## src/rtl/present_wb_pkg.sv

```systemverilog
// Shared definitions for the PRESENT-80 Wishbone initiator: register map,
// CONTROL_0 bit layout and state encodings.
package present_wb_pkg;

  localparam logic [31:0] OFF_KEY_0      = 32'd0;
  localparam logic [31:0] OFF_KEY_1      = 32'd4;
  localparam logic [31:0] OFF_PLAIN_0    = 32'd8;
  localparam logic [31:0] OFF_PLAIN_1    = 32'd12;
  localparam logic [31:0] OFF_CMOS_OUT_0 = 32'd16;
  localparam logic [31:0] OFF_CMOS_OUT_1 = 32'd20;
  localparam logic [31:0] OFF_CONTROL_0  = 32'd24;

  localparam int CTRL_START_BIT = 0;
  localparam int CTRL_DONE_BIT  = 8;
  localparam int CTRL_KEYHI_LSB = 16;
  localparam int CTRL_KEYHI_MSB = 31;

  typedef enum logic [3:0] {
    S_IDLE,
    S_W_KEY0,
    S_W_KEY1,
    S_W_PL0,
    S_W_PL1,
    S_W_CTRL,
    S_R_POLL,
    S_R_OUT0,
    S_R_OUT1,
    S_RESP
  } seq_state_t;

  typedef enum logic [1:0] {
    X_IDLE,
    X_REQ,
    X_GAP
  } xfer_phase_t;

  // CONTROL_0 write word: top 16 key bits plus the start bit.
  function automatic logic [31:0] ctrl_start_word(input logic [15:0] key_hi);
    logic [31:0] w;
    w = '0;
    w[CTRL_KEYHI_MSB:CTRL_KEYHI_LSB] = key_hi;
    w[CTRL_START_BIT] = 1'b1;
    return w;
  endfunction

  // Register offset touched by each bus state.
  function automatic logic [31:0] state_offset(input seq_state_t s);
    case (s)
      S_W_KEY0: return OFF_KEY_0;
      S_W_KEY1: return OFF_KEY_1;
      S_W_PL0:  return OFF_PLAIN_0;
      S_W_PL1:  return OFF_PLAIN_1;
      S_W_CTRL: return OFF_CONTROL_0;
      S_R_POLL: return OFF_CONTROL_0;
      S_R_OUT0: return OFF_CMOS_OUT_0;
      S_R_OUT1: return OFF_CMOS_OUT_1;
      default:  return 32'd0;
    endcase
  endfunction

endpackage

```

## src/rtl/present_wb_xfer.sv

```systemverilog
// Single Wishbone classic transfer engine: REQ phase until ack or timeout,
// then one GAP cycle during which the result is presented to the sequencer.
//
// phase  | meaning
// X_IDLE | bus idle, waiting for start
// X_REQ  | cyc/stb high, waiting for ack, ack timer running
// X_GAP  | cyc/stb low for one cycle; done pulse, err/rdata valid
module present_wb_xfer
  import present_wb_pkg::*;
#(
  parameter int ACK_TIMEOUT = 16
) (
  input  logic        clk,
  input  logic        rst,
  input  logic        start,
  input  logic [31:0] req_adr,
  input  logic        req_we,
  input  logic [31:0] req_dat,
  output logic        wbm_cyc_o,
  output logic        wbm_stb_o,
  output logic        wbm_we_o,
  output logic [3:0]  wbm_sel_o,
  output logic [31:0] wbm_adr_o,
  output logic [31:0] wbm_dat_o,
  input  logic [31:0] wbm_dat_i,
  input  logic        wbm_ack_i,
  output logic        done,
  output logic        err,
  output logic [31:0] rdata
);

  localparam int TW = $clog2(ACK_TIMEOUT);

  xfer_phase_t   phase_q, phase_d;
  logic [TW-1:0] tmr_q, tmr_d;
  logic          stb_q, stb_d;
  logic          we_q, we_d;
  logic [31:0]   adr_q, adr_d;
  logic [31:0]   dat_q, dat_d;
  logic          err_q, err_d;
  logic [31:0]   rdata_q, rdata_d;

  // Phase register and registered bus outputs.
  always_ff @(posedge clk) begin
    if (rst) begin
      phase_q <= X_IDLE;
      tmr_q   <= '0;
      stb_q   <= 1'b0;
      we_q    <= 1'b0;
      adr_q   <= '0;
      dat_q   <= '0;
      err_q   <= 1'b0;
      rdata_q <= '0;
    end else begin
      phase_q <= phase_d;
      tmr_q   <= tmr_d;
      stb_q   <= stb_d;
      we_q    <= we_d;
      adr_q   <= adr_d;
      dat_q   <= dat_d;
      err_q   <= err_d;
      rdata_q <= rdata_d;
    end
  end

  // Next phase: launch on start, finish on ack or ack-timer terminal count.
  always_comb begin
    phase_d = phase_q;
    tmr_d   = tmr_q;
    stb_d   = stb_q;
    we_d    = we_q;
    adr_d   = adr_q;
    dat_d   = dat_q;
    err_d   = err_q;
    rdata_d = rdata_q;
    case (phase_q)
      X_IDLE, X_GAP: begin
        if (start) begin
          phase_d = X_REQ;
          stb_d   = 1'b1;
          we_d    = req_we;
          adr_d   = req_adr;
          dat_d   = req_we ? req_dat : 32'd0;
          tmr_d   = TW'(ACK_TIMEOUT - 1);
          err_d   = 1'b0;
        end else begin
          phase_d = X_IDLE;
        end
      end
      X_REQ: begin
        if (wbm_ack_i || tmr_q == '0) begin
          phase_d = X_GAP;
          stb_d   = 1'b0;
          we_d    = 1'b0;
          adr_d   = '0;
          dat_d   = '0;
          tmr_d   = '0;
          if (wbm_ack_i) rdata_d = wbm_dat_i;
          else           err_d   = 1'b1;
        end else begin
          tmr_d = tmr_q - 1'b1;
        end
      end
      default: phase_d = X_IDLE;
    endcase
  end

  assign wbm_cyc_o = stb_q;
  assign wbm_stb_o = stb_q;
  assign wbm_we_o  = we_q;
  assign wbm_sel_o = {4{stb_q}};
  assign wbm_adr_o = adr_q;
  assign wbm_dat_o = dat_q;
  assign done      = (phase_q == X_GAP);
  assign err       = err_q;
  assign rdata     = rdata_q;

endmodule

```

## src/rtl/present_wb_initiator.sv

```systemverilog
// Wishbone initiator that runs one PRESENT-80 encryption on the register
// slave: write key/plain/control, poll for done, read the ciphertext back.
//
// state    | meaning
// S_IDLE   | ready for a command
// S_W_KEY0 | write KEY_0 = key[31:0]
// S_W_KEY1 | write KEY_1 = key[63:32]
// S_W_PL0  | write PLAIN_0 = plain[31:0]
// S_W_PL1  | write PLAIN_1 = plain[63:32]
// S_W_CTRL | write CONTROL_0 = {key[79:64], start}
// S_R_POLL | read CONTROL_0 until done or poll limit
// S_R_OUT0 | read CMOS_OUT_0 -> cipher[31:0]
// S_R_OUT1 | read CMOS_OUT_1 -> cipher[63:32]
// S_RESP   | hold response until rsp_ready_i
module present_wb_initiator
  import present_wb_pkg::*;
#(
  parameter logic [31:0] BASE_ADDRESS = 32'h0300_0000,
  parameter int          ACK_TIMEOUT  = 16,
  parameter int          POLL_MAX     = 255
) (
  input  logic        wb_clk_i,
  input  logic        wb_rst_i,
  input  logic        cmd_valid_i,
  output logic        cmd_ready_o,
  input  logic [79:0] cmd_key_i,
  input  logic [63:0] cmd_plain_i,
  output logic        rsp_valid_o,
  input  logic        rsp_ready_i,
  output logic [63:0] rsp_cipher_o,
  output logic        rsp_err_o,
  output logic        wbm_cyc_o,
  output logic        wbm_stb_o,
  output logic        wbm_we_o,
  output logic [3:0]  wbm_sel_o,
  output logic [31:0] wbm_adr_o,
  output logic [31:0] wbm_dat_o,
  input  logic [31:0] wbm_dat_i,
  input  logic        wbm_ack_i,
  output logic        busy_o
);

  localparam int PW = $clog2(POLL_MAX + 1);

  seq_state_t    state_q, state_d;
  logic [PW-1:0] poll_q, poll_d;
  logic [79:0]   key_q, key_d;
  logic [63:0]   plain_q, plain_d;
  logic [63:0]   cipher_q, cipher_d;
  logic          err_q, err_d;

  logic          x_start;
  logic [31:0]   x_adr;
  logic          x_we;
  logic [31:0]   x_dat;
  logic          x_done;
  logic          x_err;
  logic [31:0]   x_rdata;

  // Sequencer state and latched command/response registers.
  always_ff @(posedge wb_clk_i) begin
    if (wb_rst_i) begin
      state_q  <= S_IDLE;
      poll_q   <= '0;
      key_q    <= '0;
      plain_q  <= '0;
      cipher_q <= '0;
      err_q    <= 1'b0;
    end else begin
      state_q  <= state_d;
      poll_q   <= poll_d;
      key_q    <= key_d;
      plain_q  <= plain_d;
      cipher_q <= cipher_d;
      err_q    <= err_d;
    end
  end

  // Next state; a transfer is launched in the same cycle the state advances
  // so the engine goes straight from GAP into the next REQ.
  always_comb begin
    state_d  = state_q;
    poll_d   = poll_q;
    key_d    = key_q;
    plain_d  = plain_q;
    cipher_d = cipher_q;
    err_d    = err_q;
    x_start  = 1'b0;
    case (state_q)
      S_IDLE: begin
        if (cmd_valid_i) begin
          state_d  = S_W_KEY0;
          key_d    = cmd_key_i;
          plain_d  = cmd_plain_i;
          cipher_d = '0;
          err_d    = 1'b0;
          poll_d   = '0;
          x_start  = 1'b1;
        end
      end
      S_RESP: begin
        if (rsp_ready_i) state_d = S_IDLE;
      end
      default: begin
        if (x_done) begin
          if (x_err) begin
            state_d  = S_RESP;
            err_d    = 1'b1;
            cipher_d = '0;
          end else begin
            case (state_q)
              S_W_KEY0: begin state_d = S_W_KEY1; x_start = 1'b1; end
              S_W_KEY1: begin state_d = S_W_PL0;  x_start = 1'b1; end
              S_W_PL0:  begin state_d = S_W_PL1;  x_start = 1'b1; end
              S_W_PL1:  begin state_d = S_W_CTRL; x_start = 1'b1; end
              S_W_CTRL: begin state_d = S_R_POLL; x_start = 1'b1; end
              S_R_POLL: begin
                if (x_rdata[CTRL_DONE_BIT]) begin
                  state_d = S_R_OUT0;
                  x_start = 1'b1;
                end else if (poll_q >= PW'(POLL_MAX - 1)) begin
                  state_d  = S_RESP;
                  err_d    = 1'b1;
                  cipher_d = '0;
                end else begin
                  poll_d  = poll_q + 1'b1;
                  x_start = 1'b1;
                end
              end
              S_R_OUT0: begin
                cipher_d[31:0] = x_rdata;
                state_d        = S_R_OUT1;
                x_start        = 1'b1;
              end
              S_R_OUT1: begin
                cipher_d[63:32] = x_rdata;
                state_d         = S_RESP;
              end
              default: state_d = S_IDLE;
            endcase
          end
        end
      end
    endcase
  end

  // Request fields for the transfer belonging to the state being entered.
  always_comb begin
    x_adr = BASE_ADDRESS + state_offset(state_d);
    x_we  = 1'b0;
    x_dat = '0;
    case (state_d)
      S_W_KEY0: begin x_we = 1'b1; x_dat = key_d[31:0];   end
      S_W_KEY1: begin x_we = 1'b1; x_dat = key_d[63:32];  end
      S_W_PL0:  begin x_we = 1'b1; x_dat = plain_d[31:0]; end
      S_W_PL1:  begin x_we = 1'b1; x_dat = plain_d[63:32]; end
      S_W_CTRL: begin x_we = 1'b1; x_dat = ctrl_start_word(key_d[79:64]); end
      default:  begin x_we = 1'b0; x_dat = '0; end
    endcase
  end

  present_wb_xfer #(
    .ACK_TIMEOUT (ACK_TIMEOUT)
  ) u_xfer (
    .clk       (wb_clk_i),
    .rst       (wb_rst_i),
    .start     (x_start),
    .req_adr   (x_adr),
    .req_we    (x_we),
    .req_dat   (x_dat),
    .wbm_cyc_o (wbm_cyc_o),
    .wbm_stb_o (wbm_stb_o),
    .wbm_we_o  (wbm_we_o),
    .wbm_sel_o (wbm_sel_o),
    .wbm_adr_o (wbm_adr_o),
    .wbm_dat_o (wbm_dat_o),
    .wbm_dat_i (wbm_dat_i),
    .wbm_ack_i (wbm_ack_i),
    .done      (x_done),
    .err       (x_err),
    .rdata     (x_rdata)
  );

  assign cmd_ready_o  = (state_q == S_IDLE);
  assign busy_o       = (state_q != S_IDLE);
  assign rsp_valid_o  = (state_q == S_RESP);
  assign rsp_cipher_o = cipher_q;
  assign rsp_err_o    = err_q;

endmodule

```

## config.mk

```make
export PLATFORM = sky130hd
export DESIGN_NAME = present_wb_initiator
export DESIGN_NICKNAME = d
export VERILOG_FILES = /design/src/rtl/present_wb_pkg.sv /design/src/rtl/present_wb_xfer.sv /design/src/rtl/present_wb_initiator.sv
export SDC_FILE = /design/constraint.sdc
export NUM_CORES = 1
export LEC_CHECK = 0
export CORE_MARGIN = 4
export CORE_UTILIZATION = 46
export DETAILED_ROUTE_END_ITERATION = 12
export GPL_TIMING_DRIVEN = 0
export PLACE_DENSITY = 0.75
export SYNTH_ARGS = -nofsm -noshare
export SYNTH_HDL_FRONTEND = slang
export SYNTH_HIERARCHICAL = 1
export SYNTH_SLANG_ARGS = --single-unit
```

## constraint.sdc

```tcl
create_clock -name wb_clk_i -period 2.57 [get_ports wb_clk_i]
set_input_delay 0.514 -clock wb_clk_i [delete_from_list [all_inputs] [get_ports wb_clk_i]]
set_output_delay 0.514 -clock wb_clk_i [all_outputs]
set_load 0.01 [all_outputs]
```

Word-level counts from Yosys, hierarchy flattened
Memory sizes are Yosys's and may differ from the RTL's.
Index checks and enable logic that the tools add are counted.
{"block": "word_totals", "reg_bits": 326, "romBits": 48, "in_bits": 181, "out_inout_bits": 139, "wordCells": 134, "mem_count": 1}
{"name": "(no name shown)", "words": 16, "width": 3, "read_ports": 1, "rd_clocked_by_memory_dff": 0, "write_ports": 0, "line_no": "present_wb_pkg.sv:48", "text": "case (s)"}
{"block": "classes", "n_addsub": 3, "magnitude_cmp": 1, "n_eq_ne": 26, "n_mux": 64, "bitwise": 1, "n_reduce_logical": 23}
{"cell": "64-bit 2-to-1 mux", "n": 7}
{"cell": "32-bit case mux with 2 select lines", "n": 4}
{"cell": "80-bit 2-to-1 mux", "n": 2}
{"cell": "32-bit case mux with 5 select lines", "n": 1}
{"cell": "32-bit 2-to-1 mux", "n": 4}
{"cell": "64-bit case mux with 2 select lines", "n": 1}
{"cell": "8-bit 2-to-1 mux", "n": 6}
{"cell": "26-bit by 32-bit adder with 32-bit output, first input constant", "n": 1}
{"cell": "4-bit 2-to-1 mux", "n": 8}
{"cell": "4-bit case mux with 8 select lines", "n": 1}
{"cell": "4-bit by 3-bit equality test with 1-bit output, second input constant", "n": 6}
{"cell": "1-bit 2-to-1 mux", "n": 19}
{"cell": "6-bit AND reduction", "n": 3}
{"cell": "4-bit by 2-bit equality test with 1-bit output, second input constant", "n": 4}
{"cell": "4-bit case mux with 2 select lines", "n": 2}
{"cell": "8-bit case mux with 2 select lines", "n": 1}
{"cell": "1-bit case mux with 2 select lines", "n": 6}
{"cell": "4-bit nonzero test", "n": 3}
{"cell": "2-bit inequality test, second input constant", "n": 5}
{"cell": "8-bit by 1-bit adder with 8-bit output, second input constant", "n": 1}
{"cell": "4-bit by 1-bit equality test with 1-bit output, second input constant", "n": 2}
{"cell": "4-bit equality test, second input constant", "n": 2}
{"cell": "8-bit greater-or-equal comparator, second input constant", "n": 1}
{"cell": "4-bit zero test", "n": 2}
{"cell": "20 further kinds", "n": 26}

Longest topological paths before layout
Gate-level depths: netlist of run 1.
{"block": "depth", "ltp_word": 13, "ltp_mapped": 14, "depth_no_buf": 11}

Hierarchy
Netlist of run 1, hierarchy kept.
{"mod": "present_wb_initiator", "instances": 1, "cells_per_inst": 1066, "area_per_inst_um2": 9760.6, "seq_area_each_um2": 4424.2}
{"mod": "present_wb_xfer", "instances": 1, "cells_per_inst": 483, "area_per_inst_um2": 3923.8, "seq_area_each_um2": 2102.0}

Worst setup path after synthesis of run 1
No wires, ideal clock.
{"block": "synth_timing", "path_type": "reg2reg", "startpoint": "register state_q[3]", "endpoint": "register u_xfer.dat_q[22], in the netlist u_xfer/wbm_dat_o[22]", "setup_time_ps": 92, "t_arrival_ps": 2619, "t_required_ps": 2478, "slack_ps": -141, "path_stages_with_launch": 14, "path_buffers": 4, "synth_period_minus_slack_ps": 2711, "cell_sequence": "dfxtp_1 buf_6 nor4_4 inv_4 o21ai_2 a221o_1 a21o_1 clkbuf_1 o21ai_0 a21oi_1 clkbuf_2 clkbuf_1 a21oi_1 nor4_1"}
{"block": "synth_between", "elab_cells_between_ends": 38, "cone_classes": "eq/ne: 15; mux: 19; reduce/logical: 4"}
{"element": "from (decl)", "line_no": "present_wb_initiator.sv:45", "text": "seq_state_t state_q, state_d;"}
{"element": "from (signal assigned)", "line_no": "present_wb_initiator.sv:70", "text": "state_q <= state_d;"}
{"element": "4-bit zero test (*)"}
{"element": "named net cmd_ready_o", "line_no": "present_wb_initiator.sv:25", "text": "output logic cmd_ready_o,"}
{"element": "4-bit case mux with 2 select lines (*)", "line_no": "present_wb_initiator.sv:89", "text": "case (state_q)"}
{"element": "4-bit by 3-bit equality test with 1-bit output (tied with other cells)", "line_no": "present_wb_initiator.sv:152", "text": "case (state_d)"}
{"element": "5-bit OR reduction (no source line) (*)"}
{"element": "1-bit 2-to-1 mux (*)", "line_no": "present_wb_initiator.sv:152"}
{"element": "named net x_we", "line_no": "present_wb_initiator.sv:54", "text": "logic x_we;"}
{"element": "32-bit 2-to-1 mux (*)", "line_no": "present_wb_xfer.sv:83", "text": "dat_d = req_we ? req_dat : 32'd0;"}
{"element": "32-bit 2-to-1 mux (*)", "line_no": "present_wb_xfer.sv:78", "text": "if (start) begin"}
{"element": "32-bit case mux with 2 select lines (*)", "line_no": "present_wb_xfer.sv:76", "text": "case (phase_q)"}
{"element": "to (signal assigned)", "line_no": "present_wb_xfer.sv:60", "text": "dat_q <= dat_d;"}
{"element": "to (decl)", "line_no": "present_wb_xfer.sv:39", "text": "logic [31:0] dat_q, dat_d;"}
Mark *: on every way through the listed nets, which the timed path passes. The rest lies on a longest branch. The select of a mux whose other input is x is not followed.
A chain may end at the register's enable or synchronous reset.

Final worst setup path of run 1
{"block": "layout_timing", "startpoint": "register poll_q[3]", "endpoint": "register u_xfer.dat_q[16], in the netlist u_xfer/wbm_dat_o[16]"}
{"block": "layout_between", "elab_cells_between_ends": 26, "cone_classes": "order compare: 1; eq/ne: 6; mux: 17; reduce/logical: 2"}
{"element": "from (decl)", "line_no": "present_wb_initiator.sv:46", "text": "logic [PW-1:0] poll_q, poll_d;"}
{"element": "from (signal assigned)", "line_no": "present_wb_initiator.sv:71", "text": "poll_q <= poll_d;"}
{"element": "8-bit greater-or-equal comparator (*)", "line_no": "present_wb_initiator.sv:121", "text": "end else if (poll_q >= PW'(POLL_MAX - 1)) begin"}
{"element": "4-bit 2-to-1 mux (*)", "line_no": "present_wb_initiator.sv:121"}
{"element": "4-bit 2-to-1 mux (*)", "line_no": "present_wb_initiator.sv:118", "text": "if (x_rdata[CTRL_DONE_BIT]) begin"}
{"element": "4-bit case mux with 8 select lines (*)", "line_no": "present_wb_initiator.sv:111", "text": "case (state_q)"}
{"element": "4-bit 2-to-1 mux (*)", "line_no": "present_wb_initiator.sv:106", "text": "if (x_err) begin"}
{"element": "4-bit 2-to-1 mux (*)", "line_no": "present_wb_initiator.sv:105", "text": "if (x_done) begin"}
{"element": "4-bit case mux with 2 select lines (*)", "line_no": "present_wb_initiator.sv:89"}
{"element": "4-bit by 3-bit equality test with 1-bit output (tied with other cells)", "line_no": "present_wb_initiator.sv:152"}
{"element": "32-bit case mux with 5 select lines (*)", "line_no": "present_wb_initiator.sv:152"}
{"element": "named net x_dat[16]", "line_no": "present_wb_initiator.sv:55", "text": "logic [31:0] x_dat;"}
{"element": "32-bit 2-to-1 mux (*)", "line_no": "present_wb_xfer.sv:83"}
{"element": "32-bit 2-to-1 mux (*)", "line_no": "present_wb_xfer.sv:78"}
{"element": "32-bit case mux with 2 select lines (*)", "line_no": "present_wb_xfer.sv:76"}
Marks and branches as above.

==> impl_metrics.toml, run 1 <==
[sta]
finalMaxSlewViolations = 0
layout_setup_ws_ns = -0.219
timing.slew.headroom_pct = 36.6
setup_viol = 23
hold_violations = 0
layout_min_cycle_time_ns = 2.79
fmax_mhz = 359
final.setup_skew_ns = 0.0251
max_slew.worst_pin.slew_ns = 0.943
layout_worst_path_cycle_share_pct = 109
grt_setup_unrepaired = "yes"

[detailed_routing]
drt-wirelength-per-cell_um = 22.9
drt-pass1-iter-count = 5
post-route-drc-count = 0
vias = 14200
maxUsedRoutingLayer = "met5"
wl_met3_mm = 5.08
drc_marker_count_from_the_first_detailed_route_iteration = 1415
m1WireLength_mm = 20.8
wl_mm = 55.0
routed_via_density = 5.91
detailroute.wirelength.met2_mm = 25.8
postRouteAntennaNets = 0

[worst_setup_path]
cp-end-kind = "flop"
number_of_buffers_and_inverters_on_the_critical_path = 4
start_kind = "flop"
crit_chain = "nand4_1, buf_4, o311ai_4, buf_6, nand3_4, clkbuf_16, buf_12, o32ai_4, nand3b_1, o221ai_2, a21oi_2, nor4_2"
cp_data_arrival_time_ns = 3.20
criticalPathCategory = "reg2reg"
crit_path_top_delay_cell = "dfxtp_1"
critical_path.max_fanout = 6
critPathRequiredTime_ns = 2.98
delay_contributed_by_the_slowest_stage_of_the_critical_path_ns = 0.43
path_delay_family = "compound AO/OA/AOI/OAI gates"

[placed_design]
gp_routability_congestion = 0.920
pre_cts_ws_ns = -1.06
place.detailed.instances = 2278
place_hpwl_mm = 34.6
port_buffers = 318

[global_route]
antenna_found_initial = 2
first_global_vias = 13400
grt_pass1_wl_mm = 74.2
grt_usage_pct = 28.2
maximum_number_of_pins_on_one_net_before_global_route_repair = 14
global_route_total_overflow = 0

[final_layout]
layout-drive-gt1-share_pct = 21.7
nNetsFinal = 2181
final_cells = 2405
area_growth_pct = 57.9
final_core_utilization_pct = 74.5

[clock_tree]
clock_tree.htree_level_count = 2
clock-sinks = 326
clk_transition_reported_paths_ns = 0.06
cts-buffers-inserted = 35
clock-root-buffer = "clkbuf_16"
tritoncts = "built"
worstSkewPairLatency_ns = 0.52
cts_max_path_buffers = 3

[power]
worst_ir_drop_vdd_v = 0.000599
power_per_cell_area_mw_per_mm2 = 801
power.leakage_nw = 7.66

[min_path]
hold_path.class = "reg2reg"

[synth]
synth_edf_count = 0
yosys_most_used_dff = "dfxtp_1"
synthesis.instances = 1549
async_flop_share_pct = 0
netlist-cell-type-count = 71
ys_seq_area_share_pct = 47.7
synth.cell_area_mm2 = 0.0137
synth_seq_cells = 326
syn_avg_cell_area_um2 = 8.83
yosys_warnings = 6

[floorplan]
floorplan.die.width_um = 180
core-area_mm2 = 0.0290
top_level_ports = 320
starting_density_of_the_core_pct = 47.2
floorplan.rows = 62
dieHeight_um = 180
die_area_mm2 = 0.0326

[status]
failed_checks = "negative setup slack"
status = "finished with violations"

[run]
drv.max_cap_violation_count = 0
==> kinds of logic after synthesis <==
| family | share of synthesized area, % |
|---|---|
| DFF | 47.7 |
| buffers and inverters | 5.71 |
| adders and majority gates | 0.274 |
| other | 0.0549 |
| and+or+nand+nor | 22.0 |
| xor gates and xnor gates | 0.384 |
| AOI/OAI and AO/OA | 13.5 |
| muxes | 10.4 |
==> where the power goes <==
part	internal (mW)	total [mW]	leakage (nW)	switching (mW)
Clock	2.91	4.98	0.550	2.07
Combinational	3.03	6.44	4.44	3.41
Sequential	5.57	5.89	2.67	0.323
==> metrics by stage <==
step	cell area, µm²	power, mW	hold WS, ns	setup TNS (ns)
CTS	20000	16.0	0.451	-0.159
global placement	17500	10.0	0.440	-44.12
detailed placement	17500	10.1	0.444	-46.41
floorplan	13800	8.44	0.436	0
finish	21600	17.3	0.447	-1.33
global route	21600	17.9	0.470	-3.48
==> layout by cell type (no fill, tap or decap), types with 6 or more instances in the layout <==
| cell type | netlist | final |
|---|---|---|
| a21oi_1 | 114 | 97 |
| a21oi_2 | 0 | 17 |
| buf_12 | 0 | 10 |
| buf_16 | 0 | 8 |
| buf_2 | 34 | 18 |
| buf_4 | 12 | 57 |
| buf_6 | 12 | 21 |
| buf_8 | 1 | 13 |
| clkbuf_1 | 86 | 67 |
| clkbuf_16 | 0 | 47 |
| clkbuf_4 | 0 | 8 |
| clkbuf_8 | 0 | 14 |
| clkdlybuf4s50_1 | 0 | 315 |
| conb_1 | 2 | 29 |
| dfxtp_1 | 326 | 318 |
| inv_1 | 9 | 8 |
| mux2i_1 | 142 | 58 |
| mux2i_2 | 0 | 35 |
| mux2i_4 | 0 | 49 |
| nand2_1 | 143 | 140 |
| nand2b_1 | 8 | 6 |
| nand3_1 | 62 | 51 |
| nand3_2 | 0 | 10 |
| nand3b_1 | 43 | 43 |
| nor2_1 | 262 | 257 |
| nor3_1 | 11 | 10 |
| nor4_1 | 67 | 53 |
| nor4_2 | 0 | 14 |
| o21ai_0 | 16 | 11 |
| o21ai_1 | 33 | 33 |
| o221ai_2 | 10 | 23 |
| o22a_1 | 18 | 18 |
| o32ai_2 | 0 | 8 |
| o32ai_4 | 0 | 19 |
==> worst register-to-register path, delay by kind of cell, from the launching register on <==
kind | cells | cell delay (ns)
AOI/OAI and AO/OA | 4 | 0.81
buffers and inverters | 4 | 0.75
DFF | 1 | 0.43
and+or+nand+nor | 4 | 0.70
==> state kept, by name, indices dropped and copies added (netlist names) <==
name and cells:
plain_q 64, u_xfer/tmr_q 4, u_xfer/wbm_we_o 1, u_xfer/wbm_cyc_o 1, key_q 80, rsp_err_o 1, u_xfer/err 1, state_q 4
u_xfer/wbm_dat_o 32, rsp_cipher_o 64, poll_q 8, u_xfer/rdata 32, u_xfer/phase_q 2, u_xfer/wbm_adr_o 32
==> synthesized netlist by cell type, types with 3 or more instances <==
cell | instances | share of area (%)
nand3_1 | 62 | 2.3
clkbuf_1 | 86 | 2.4
o22ai_1 | 3 | 0.14
nand2_1 | 143 | 3.9
and4_1 | 3 | 0.19
buf_4 | 12 | 0.66
nand3b_1 | 43 | 2.4
dfxtp_1 | 326 | 48
buf_6 | 12 | 0.99
a211oi_1 | 4 | 0.22
nand4_1 | 3 | 0.14
o21ai_1 | 33 | 1.2
o221ai_1 | 20 | 1.3
a21oi_1 | 114 | 4.2
o21a_1 | 3 | 0.16
o22a_1 | 18 | 1.2
a31oi_1 | 4 | 0.18
nor2b_1 | 8 | 0.37
inv_1 | 9 | 0.25
mux2i_1 | 142 | 10
nor3_1 | 11 | 0.40
nor4_1 | 67 | 3.1
and2_1 | 3 | 0.14
ha_1 | 3 | 0.27
buf_2 | 34 | 1.2
nor2_1 | 262 | 7.2
o221ai_2 | 10 | 1.1
a21o_1 | 3 | 0.16
o21ai_0 | 16 | 0.59
nand2b_1 | 8 | 0.37
o32ai_1 | 30 | 1.9
xor2_1 | 5 | 0.32
and3_1 | 4 | 0.18
==> per-layer routing <==
| layer | vias up | GRT usage, % |
|---|---|---|
| met5 | - | 0 |
| met4 | 2 | 13.2 |
| met3 | 218 | 6.82 |
| met2 | 867 | 46.7 |
| met1 | 6792 | 34.8 |
| li1 | 6341 | - |
==> worst paths after layout <==
check,from,endpoint,slack (ns),cells after the start
worst min register to register,rsp_cipher_o[12],rsp_cipher_o[12],0.45,2
worst min-delay path,rsp_cipher_o[12],rsp_cipher_o[12],0.45,2
worst max register to register,poll_q[3],u_xfer/wbm_dat_o[16],-0.22,12
worst max-delay path,poll_q[3],u_xfer/wbm_dat_o[16],-0.22,12
==> layout make-up <==
| type | instances | area [µm²] |
|---|---|---|
| Timing Repair Buffer | 387 | 4000 |
| Fill cell | 1934 | 7400 |
| Sequential cell | 326 | 6550 |
| Inverter | 10 | 42.5 |
| Clock buffer | 54 | 1050 |
| Multi-Input combinational cell | 1094 | 8220 |
| Tap cell | 384 | 480 |
| Clock inverter | 6 | 73.8 |
| Antenna cell | 1 | 2.50 |
| Buffer | 143 | 1200 |
==> timing repair <==
action	CTS	global route
hold buffers	0	0
gates resized for setup	240	243
pin swaps	64	54
setup endpoints to repair	116	76
setup buffers	22	30
gates cloned	7	11
hold endpoints to repair	0	0
(Power assumes the default switching activity.)
==> run 2, diff against run 1 <==
- CTS_CLUSTER_DIAMETER: default -> 60
==> run 2 against run 1 <==
The run still ends with negative setup slack left. Flip-flop and latch count stayed put. Worst setup slack better by 0.12 ns. Sequential share of layout area is 1.2 points higher. Power is 3.5% lower. Sequential power is 0.7% lower. Final cell count is 0.62% lower. Combinational power is 10% lower. Clock skew is 0.0011 ns lower. Die area stayed put. First-iteration DRC count is 22% lower. Critical endpoint is now u_xfer/wbm_dat_o[10]. Largest power group is now sequential cells. Highest routed layer is now met4.
==> impl_metrics.toml, run 2 (synthesis results as in run 1) <==
[status]
status = "finished with violations"
failed_checks = "negative setup slack"

[sta]
final.setup_skew_ns = 0.0240
setup_viol = 25
timing.slew.headroom_pct = 32.5
hold_violations = 0
fmax_mhz = 375
layout_worst_path_cycle_share_pct = 104
finalMaxSlewViolations = 0
layout_min_cycle_time_ns = 2.67
layout_setup_ws_ns = -0.0980
max_slew.worst_pin.slew_ns = 1.00
grt_setup_unrepaired = "yes"

[worst_setup_path]
crit_chain = "buf_6, nor4_4, buf_4, inv_4, nor2_4, buf_12, buf_6, buf_6, mux2i_1, o221ai_4, a21oi_2, nor4_2"
cp-end-kind = "flop"
critPathMostFrequentCell = "buf_6"
critPathRequiredTime_ns = 2.94
cp_data_arrival_time_ns = 3.03
delay_contributed_by_the_slowest_stage_of_the_critical_path_ns = 0.38
crit_path_top_delay_cell = "mux2i_1"
start_kind = "flop"
criticalPathCategory = "reg2reg"
critical_path.max_fanout = 10

[power]
power_per_cell_area_mw_per_mm2 = 804
netSwitchingPower_mw = 5.47
power.leakage_nw = 7.48
finalPower_mw = 16.7
power_frac_comb_pct = 34.7
p_clk_share_pct = 30.3
switching_share_pct = 32.8
seq_power_share_pct = 35.1
internal_power_mw = 11.2
worst_ir_drop_vdd_v = 0.000497

[final_layout]
regMostFlops = "key_q"
layout-drive-gt1-share_pct = 18.9
area_growth_pct = 51.9
final_core_utilization_pct = 71.6
layout_commonest_cell = "dfxtp_1"
largest_register_ffs = 80
nNetsFinal = 2164
layout.cells.most_common_list = "319 x dfxtp_1, 315 x clkdlybuf4s50_1, 256 x nor2_1"

[floorplan]
die_area_mm2 = 0.0326
dieHeight_um = 180
floorplan.rows = 62
top_level_ports = 320
core-area_mm2 = 0.0290
floorplan.die.width_um = 180
starting_density_of_the_core_pct = 47.2

[clock_tree]
cts_max_path_buffers = 3
worstSkewPairLatency_ns = 0.52
clock-root-buffer = "clkbuf_16"
clk_transition_reported_paths_ns = 0.05
clock_tree.htree_level_count = 2
tritoncts = "built"
clock-sinks = 326
cts-buffers-inserted = 36

[placed_design]
place_hpwl_mm = 34.6
port_buffers = 318
gp_routability_congestion = 0.920

[detailed_routing]
drc_marker_count_from_the_first_detailed_route_iteration = 1109
postRouteAntennaNets = 0
vias = 13500
post-route-drc-count = 0
wl_mm = 50.3
routed_via_density = 5.65
drt-wirelength-per-cell_um = 21.0
drt-pass1-iter-count = 5

[min_path]
hold_path.class = "reg2reg"

[global_route]
antenna_found_initial = 2
grt_pass1_wl_mm = 74.2
global_route_total_overflow = 0
grt_usage_pct = 28.2
first_global_vias = 13300
maximum_number_of_pins_on_one_net_before_global_route_repair = 13

[run]
drv.max_cap_violation_count = 0
[run 2: cell types whose count changed in the layout (fill, tap and decap cells not counted), sizes merged]
| cell | before | now |
|---|---|---|
| diode | 1 | 2 |
| clkbuf | 139 | 131 |
| dlygate4sd2 | 3 | 2 |
| buf | 127 | 119 |
| dlymetal6s2s | 0 | 1 |
| inv | 11 | 13 |
| clkinv | 4 | 2 |
[run 2: power groups by stage]
stage	clock network (mW)	registers, mW	logic (mW)
finish	5.06	5.85	5.79
global route	5.30	5.90	6.12
CTS	5.10	5.82	5.10
detailed placement	0	5.91	4.21
global placement	0	5.90	4.15
floorplan	0	5.95	2.49
[run 2: critical path, delay by kind of cell, from the launching register on]
family          cells  cell delay (ns)
simple gates        3             0.50
compound gates      2             0.37
buf+inv             6             0.96
flops               1             0.30
mux                 1             0.38
[run 2: area by class of cell]
class                           instances  area, µm²
Clock buffer                           56       1090
Timing Repair Buffer                  369       3660
Inverter                               10       40.0
Multi-Input combinational cell       1094       7800
Sequential cell                       326       6540
Clock inverter                          6       66.3
Antenna cell                            2       5.00
Tap cell                              384        480
Buffer                                143       1110
Fill cell                            2091       8230
[run 2: path summary, 6_finish.rpt]
path,startpoint,to,slack [ns],cells past startpoint
worst max-delay path,state_q[3],u_xfer/wbm_dat_o[10],-0.1,12
worst min-delay path,rsp_cipher_o[12],rsp_cipher_o[12],0.45,2
worst max register to register,state_q[3],u_xfer/wbm_dat_o[10],-0.1,12
worst min register to register,rsp_cipher_o[12],rsp_cipher_o[12],0.45,2
[run 2: per-layer routing]
| metal | part of all wire, % | track usage, % | wire length [µm] | vias up |
|---|---|---|---|---|
| li1 | - | - | - | 6311 |
| met1 | 40 | 35.2 | 20000 | 6443 |
| met2 | 48 | 47.9 | 24100 | 615 |
| met3 | 8.1 | 6.08 | 4080 | 133 |
| met4 | 4.1 | 10.6 | 2050 | 0 |
| met5 | 0 | 0 | 0 | - |
[run 2: timing repair]
item | CTS | global route
gates cloned | 5 | 4
pin swaps | 57 | 35
hold buffers | 0 | 0
resized for setup | 232 | 154
setup buffers | 20 | 23
hold endpoints to repair | 0 | 0
setup endpoints to repair | 116 | 74
[run 2: per-stage QoR]
step | instances | hold slack, ns | setup TNS (ns) | area, µm² | setup slack (ns)
2_1_floorplan | 1576 | 0.436 | 0 | 13800 | 0.0141
3_3_place_gp | 2278 | 0.440 | -44.12 | 17500 | -1.06
3_5_place_dp | 2278 | 0.444 | -46.41 | 17500 | -1.06
4_1_cts | 2363 | 0.451 | -0.0890 | 19900 | -0.0398
5_1_grt | 2389 | 0.470 | -4.74 | 20800 | -0.198
6_report | 2390 | 0.446 | -0.773 | 20800 | -0.0980
==> run 3, diff against run 2 <==
- CAP_MARGIN: default -> 40
==> results of run 3 <==
The final DEF is identical to that of run 2; final timing and power are the same.
